### src/rtl/nonce_catch_fifo.sv
// Catches finished hash-core jobs into per-core hold slots, then round-robins them into a FWFT result FIFO.
// Latency: busy fall at edge k -> rd_valid after edge k+1; a full FIFO holds slots pending, a slot recaptured while pending is a counted drop.
module nonce_catch_fifo #(
   parameter int NUM_CORES    = 4,
   parameter int ID_W         = 4,
   parameter int NONCE_W      = 32,
   parameter int DEPTH        = 8,
   parameter int SUCCESS_ONLY = 0,
   localparam int CW = (NUM_CORES > 1) ? $clog2(NUM_CORES) : 1,
   localparam int EW = 1 + CW + ID_W + NONCE_W,
   localparam int AW = $clog2(DEPTH)
) (
   input  logic                         clk,
   input  logic                         reset,
   input  logic [NUM_CORES-1:0]         start,
   input  logic [NUM_CORES-1:0]         busy,
   input  logic [NUM_CORES-1:0]         success,
   input  logic [NUM_CORES*ID_W-1:0]    hash_id,
   input  logic [NUM_CORES*NONCE_W-1:0] nonce_in,
   input  logic                         flush,
   input  logic                         rd_ready,
   output logic                         rd_valid,
   output logic [EW-1:0]                rd_data,
   output logic [AW:0]                  fifo_count,
   output logic                         overflow,
   output logic [7:0]                   drop_count
);

   typedef enum logic [1:0] {IDLE = 2'd0, ARMED = 2'd1, RUN = 2'd2} core_state_t;

   localparam logic [AW:0]   CNT_FULL = (AW+1)'(DEPTH);
   localparam logic [AW:0]   CNT_ONE  = (AW+1)'(1);
   localparam logic [AW-1:0] PTR_ONE  = AW'(1);

   core_state_t          state_q [NUM_CORES];
   core_state_t          state_d [NUM_CORES];
   logic [NUM_CORES-1:0] cap, pending, pending_d, gnt, drop;
   logic [EW-1:0]        hold [NUM_CORES];
   logic [CW-1:0]        rr_ptr, rr_ptr_d, gnt_idx;
   logic [EW-1:0]        mem [DEPTH];
   logic [AW-1:0]        wr_ptr, rd_ptr;
   logic [AW:0]          count;
   logic                 do_wr, do_rd, space;
   logic [3:0]           ndrop;
   logic [8:0]           drop_sum;
   logic [7:0]           drop_next;

   always_comb begin : fsm_next
      for (int i = 0; i < NUM_CORES; i++) begin
         state_d[i] = state_q[i];
         cap[i]     = 1'b0;
         case (state_q[i])
            IDLE:    if (start[i]) state_d[i] = ARMED;
            ARMED:   if (busy[i])  state_d[i] = RUN;
            RUN:     if (!busy[i]) begin
                        state_d[i] = IDLE;
                        cap[i]     = (SUCCESS_ONLY == 0) || success[i];
                     end
            default: state_d[i] = IDLE;
         endcase
      end
   end

   // Round-robin search begins at rr_ptr, which always names the core after the last grant.
   always_comb begin : arbiter
      int   idx;
      logic found;
      idx      = 0;
      found    = 1'b0;
      gnt      = '0;
      gnt_idx  = '0;
      rr_ptr_d = rr_ptr;
      do_rd    = rd_valid & rd_ready;
      space    = (count != CNT_FULL) || do_rd;
      for (int k = 0; k < NUM_CORES; k++) begin
         idx = int'(rr_ptr) + k;
         if (idx >= NUM_CORES) idx = idx - NUM_CORES;
         if (space && !found && pending[idx]) begin
            found        = 1'b1;
            gnt[idx]     = 1'b1;
            gnt_idx      = CW'(idx);
            rr_ptr_d     = (idx == NUM_CORES-1) ? '0 : CW'(idx + 1);
         end
      end
      do_wr = found;
   end

   // A slot granted on the same edge it is recaptured was not lost, so it is not a drop.
   always_comb begin
      pending_d = (pending & ~gnt) | cap;
      drop      = cap & pending & ~gnt;
      ndrop     = '0;
      for (int i = 0; i < NUM_CORES; i++) ndrop = ndrop + 4'(drop[i]);
      drop_sum  = {1'b0, drop_count} + {5'b0, ndrop};
      drop_next = drop_sum[8] ? 8'hFF : drop_sum[7:0];
   end

   always_ff @(posedge clk) begin
      if (reset) begin
         for (int i = 0; i < NUM_CORES; i++) state_q[i] <= IDLE;
         pending    <= '0;
         rr_ptr     <= '0;
         wr_ptr     <= '0;
         rd_ptr     <= '0;
         count      <= '0;
         overflow   <= 1'b0;
         drop_count <= '0;
      end else begin
         for (int i = 0; i < NUM_CORES; i++) state_q[i] <= state_d[i];
         if (flush) begin
            pending    <= '0;
            wr_ptr     <= '0;
            rd_ptr     <= '0;
            count      <= '0;
            overflow   <= 1'b0;
            drop_count <= '0;
         end else begin
            pending    <= pending_d;
            rr_ptr     <= rr_ptr_d;
            drop_count <= drop_next;
            if (|drop) overflow <= 1'b1;
            if (do_wr) wr_ptr <= wr_ptr + PTR_ONE;
            if (do_rd) rd_ptr <= rd_ptr + PTR_ONE;
            if (do_wr && !do_rd)      count <= count + CNT_ONE;
            else if (!do_wr && do_rd) count <= count - CNT_ONE;
         end
      end
   end

   always_ff @(posedge clk) begin
      for (int i = 0; i < NUM_CORES; i++) begin
         if (cap[i] && !reset)
            hold[i] <= {success[i], CW'(i), hash_id[i*ID_W +: ID_W], nonce_in[i*NONCE_W +: NONCE_W]};
      end
      if (do_wr && !reset && !flush) mem[wr_ptr] <= hold[gnt_idx];
   end

   assign rd_valid   = (count != '0);
   assign rd_data    = mem[rd_ptr];
   assign fifo_count = count;

endmodule

### config.mk
export PLATFORM = sky130hd
export DESIGN_NAME = nonce_catch_fifo
export DESIGN_NICKNAME = d
export VERILOG_FILES = /design/src/rtl/nonce_catch_fifo.sv
export SDC_FILE = /design/constraint.sdc
export NUM_CORES = 1
export LEC_CHECK = 0
export CAP_MARGIN = 5
export CORE_MARGIN = 3
export CORE_UTILIZATION = 60
export DETAILED_ROUTE_END_ITERATION = 12
export PLACE_DENSITY = 0.93
export SYNTH_ARGS = -nofsm -noshare
export SYNTH_HDL_FRONTEND = slang
export SYNTH_SLANG_ARGS = --single-unit
export TNS_END_PERCENT = 50
### constraint.sdc
create_clock -name clk -period 7.25 [get_ports clk]
set_input_delay 1.0875 -clock clk [delete_from_list [all_inputs] [get_ports clk]]
set_output_delay 1.0875 -clock clk [all_outputs]
set_load 0.02 [all_outputs]
==> impl_metrics.csv <==
group,metric,value,unit
run_status,status,"complete, no violations",
power_and_ir_drop,areal_power_density_over_the_cells,244.1,mW/mm2
sta,worst_pin_slew,1.307,ns
power_and_ir_drop,power.share.switching,0.2029,
place,port-buffer-count,212,
critical_path,timing.rr.start,"rr_ptr[0]",
logic_synthesis,synth-seq-cells,496,
layout,fin_util,0.7404,
flow_run,max-cap-violations,0,
critical_path,critPathKind,"reg -> reg",
place,numPlacedInstances,1714,
critical_path,worst_r2r_path_depth,11,
layout,layout.filler_cells,1672,
floorplan,num_io_pins,213,
clock_network,cts_buffer_depth,3,
critical_path,setup.worst_path.end_class,"flip-flop",
logic_synthesis,synth_cell_types,52,
route,dr_total_vias,11290,
critical_path,timing.rr.end,"mem[1][25]",
sta,setup_ws,1.807,ns
worst_hold_path,worstHoldPathType,"reg -> reg",
worst_hold_path,hold_path_end,"state_q[1][0]",
route,starting_drt_drc_count,1376,
logic_synthesis,yosysSeqAreaShare,0.7464,
sta,fin_worst_skew,0.02021,ns
power_and_ir_drop,leakagePower,7.611,nW
clock_network,tritoncts,"built",
layout,final_layout_size_suffix_gt1_frac,0.1584,
layout,final_cell_area,0.02355,mm2
sta,hold_violations,0,
sta,setup_viol,0,
grt,grt_overflow,0,
sta,timing.final.crit_share,0.7508,
layout,antenna-diode-count,0,
sta,achievable-frequency,183.7,MHz
place,hpwl_after_detailed_placement,28.00,mm
floorplan,die-area,0.03465,mm2
worst_hold_path,min_delay_path_depth,1,
floorplan,floorplan.initialDensity,0.6123,
power_and_ir_drop,vdd_ir_drop_max,0.2034,mV
critical_path,worst-path-max-fanout,51,
power_and_ir_drop,totalPowerFinal,5.747,mW
worst_hold_path,hold_path_startpoint,"state_q[1][1]",
logic_synthesis,synth_flop_cell,"sky130_fd_sc_hd__edfxtp_1",
sta,rsz0062_at_grt,"false",
route,drc,0,
clock_network,clk_pin_slew,0.06,ns
grt,antenna_violations_before_repair,5,
critical_path,critical_path.startpoint_type,"flip-flop",
power_and_ir_drop,internal-power,4.581,mW
sta,worst_slew_slack_as_a_fraction_of_its_limit,0.1283,
sta,min_period,5.443,ns
power_and_ir_drop,p_sw,1.166,mW
grt,vias_in_the_first_global_route,11760,
logic_synthesis,nets_in_the_synthesized_netlist,1286,
logic_synthesis,synth.avg_cell_area,17.56,um2
layout,flow.area_growth_from_synthesis,20.92,%
grt,grt_max_degree,79,
clock_network,clock_tree.root_cell,"sky130_fd_sc_hd__clkbuf_16",
critical_path,crit_arrival,5.67,ns
logic_synthesis,syn_inst,1109,
clock_network,post_cts_resize_count,0,
clock_network,post_cts_hold_buffer_count,0,
sta,fin_tns_setup,0,ns
clock_network,number_of_buffers_added_by_the_clock_tree_synthesis_step,46,
power_and_ir_drop,comb_power_share,0.047,
layout,finish.net_count,1504,
floorplan,die_y,186.1,um
route,detail_route.wirelength,48.10,mm
floorplan,core_area,0.03180,mm2
power_and_ir_drop,clkPwrFrac,0.405,
critical_path,cp_data_required_time,7.48,ns
place,placed_cell_area,0.02211,mm2
place,gp_congestion,0.8679,
sta,final_max_slew_viol_count,0,
route,drtPass1Iterations,5,
grt,grtUsageTotal,0.2823,
place,place_worst_setup_slack,1.972,ns
logic_synthesis,ys_async_sr_fraction,0,
route,detail_route.vias_per_cell,6.277,
clock_network,clock_latency,0.56,ns
logic_synthesis,synth-edff-count,460,
floorplan,floorplan.rows,65,
grt,grt_pass1_wl,71.88,mm
layout,post_layout_nonfiller_instances,1799,
logic_synthesis,post_synth_instance_area,0.01947,mm2
sta,worst_hold_slack,0.4821,ns
clock_network,postCtsSetupBuffers,0,
clock_network,cts_sinks,496,
critical_path,reg2reg_setup_slack,1.81,ns
clock_network,cts.htree.levels,2,
power_and_ir_drop,share_seq_of_total_power,0.549,
route,drt-wirelength-per-cell,26.73,um
logic_synthesis,ys_warn_count,0,
floorplan,fp.dieW,186.1,um
route,antenna_left,0,
[layout make-up]
cell class | instances | area (um2) | share of cell area
clock buffers | 60 | 1225 | 0.05202
clock inverters | 25 | 214.0 | 0.009087
inverters | 20 | 75.07 | 0.003188
multi-input cells | 535 | 4702 | 0.1997
flip-flops and latches | 496 | 14540 | 0.6177
well taps | 435 | 544.3 | 0.02312
repair buffers | 228 | 2242 | 0.09523
[cell usage after synthesis (3+ instances only)]
cell type | number | area share
sky130_fd_sc_hd__nor2_1 | 36 | 0.0069
sky130_fd_sc_hd__nor2b_1 | 7 | 0.0022
sky130_fd_sc_hd__nand3b_1 | 4 | 0.0015
sky130_fd_sc_hd__ha_1 | 13 | 0.0084
sky130_fd_sc_hd__mux4_2 | 81 | 0.094
sky130_fd_sc_hd__nor3_1 | 13 | 0.0033
sky130_fd_sc_hd__o21ai_0 | 11 | 0.0028
sky130_fd_sc_hd__buf_1 | 7 | 0.0013
sky130_fd_sc_hd__nand2_1 | 163 | 0.031
sky130_fd_sc_hd__fa_1 | 4 | 0.0041
sky130_fd_sc_hd__dfxtp_1 | 36 | 0.037
sky130_fd_sc_hd__xnor2_1 | 9 | 0.0040
sky130_fd_sc_hd__a21oi_1 | 16 | 0.0041
sky130_fd_sc_hd__and3_1 | 41 | 0.013
sky130_fd_sc_hd__edfxtp_1 | 460 | 0.71
sky130_fd_sc_hd__mux2i_1 | 7 | 0.0036
sky130_fd_sc_hd__nand2b_1 | 3 | 0.00096
sky130_fd_sc_hd__buf_6 | 3 | 0.0017
sky130_fd_sc_hd__a31oi_1 | 38 | 0.012
sky130_fd_sc_hd__inv_1 | 19 | 0.0037
sky130_fd_sc_hd__nand3_1 | 10 | 0.0026
sky130_fd_sc_hd__xor2_1 | 6 | 0.0027
sky130_fd_sc_hd__clkbuf_1 | 32 | 0.0062
sky130_fd_sc_hd__mux2_2 | 40 | 0.023
sky130_fd_sc_hd__buf_2 | 16 | 0.0041
[worst max-delay path, cell delays in order (launching register included)]
cell and delay (ns):
sky130_fd_sc_hd__dfxtp_1 0.70, sky130_fd_sc_hd__inv_1 0.34, sky130_fd_sc_hd__ha_1 0.51, sky130_fd_sc_hd__or3b_1 0.44
sky130_fd_sc_hd__a2111oi_4 0.49, sky130_fd_sc_hd__nor4_1 0.11, sky130_fd_sc_hd__a311o_2 0.40, sky130_fd_sc_hd__inv_2 0.69
sky130_fd_sc_hd__buf_4 0.48, sky130_fd_sc_hd__nand2_1 0.10, sky130_fd_sc_hd__and3_1 0.19, sky130_fd_sc_hd__a31oi_1 0.64
[per-layer routing]
metal,vias up,wire (um),GRT usage,share of wire
li1,4743,-,-,-
met1,5655,17860,0.3868,0.37
met2,767,23900,0.4650,0.50
met3,117,4865,0.05698,0.10
met4,10,1395,0.09443,0.029
met5,-,76,0,0.0016
[worst max path at each step]
stage                          from             to  cells after the start
final                     rr_ptr[0]     mem[1][25]                     11
after global routing      rr_ptr[0]     mem[1][25]                     11
after CTS                 rr_ptr[0]     mem[1][25]                     11
after detailed placement  rr_ptr[0]     mem[5][25]                     11
after global placement    rr_ptr[0]  drop_count[0]                     15
after floorplan            rd_ready      mem[1][0]                      5
[power groups by stage]
stage	Combinational [mW]	Sequential [mW]	Clock, mW
floorplan	0.122	3.21	0
global placement	0.251	3.21	0
detailed placement	0.263	3.22	0
CTS	0.268	3.15	2.33
global route	0.287	3.15	2.44
finish	0.269	3.15	2.32
[cells by family after synthesis]
family | synth area share
adder cells (fa/ha/maj) | 0.01247
multiplexers | 0.1204
XOR/XNOR | 0.006747
flip-flops | 0.7464
buffers and inverters | 0.01722
AND/OR/NAND/NOR | 0.06728
AO/OA/AOI/OAI | 0.02943
[flip-flops by register name (all words and copies together) (netlist names), named ones only]
register,flops
mem,312
hold,148
drop_count,8
state_q,8
fifo_count,4
pending,4
rd_ptr,3
wr_ptr,3
rr_ptr,2
overflow,1
[placed cells by master, fill, tap and decap left out, types with 7 or more instances in the layout]
cell	n
sky130_fd_sc_hd__mux2i_1	7
sky130_fd_sc_hd__nor2_4	9
sky130_fd_sc_hd__and3_1	41
sky130_fd_sc_hd__ha_1	13
sky130_fd_sc_hd__clkinv_1	14
sky130_fd_sc_hd__nor3_1	11
sky130_fd_sc_hd__mux2_2	40
sky130_fd_sc_hd__nor2_1	27
sky130_fd_sc_hd__inv_1	19
sky130_fd_sc_hd__a21oi_1	16
sky130_fd_sc_hd__mux4_2	81
sky130_fd_sc_hd__xnor2_1	9
sky130_fd_sc_hd__nand2_1	163
sky130_fd_sc_hd__clkbuf_16	47
sky130_fd_sc_hd__edfxtp_1	460
sky130_fd_sc_hd__buf_4	16
sky130_fd_sc_hd__clkdlybuf4s50_1	212
sky130_fd_sc_hd__clkbuf_1	13
sky130_fd_sc_hd__a31oi_1	38
sky130_fd_sc_hd__o21ai_0	11
sky130_fd_sc_hd__dfxtp_1	33
sky130_fd_sc_hd__nand3_1	10
Power figures use the tool's default switching activity.
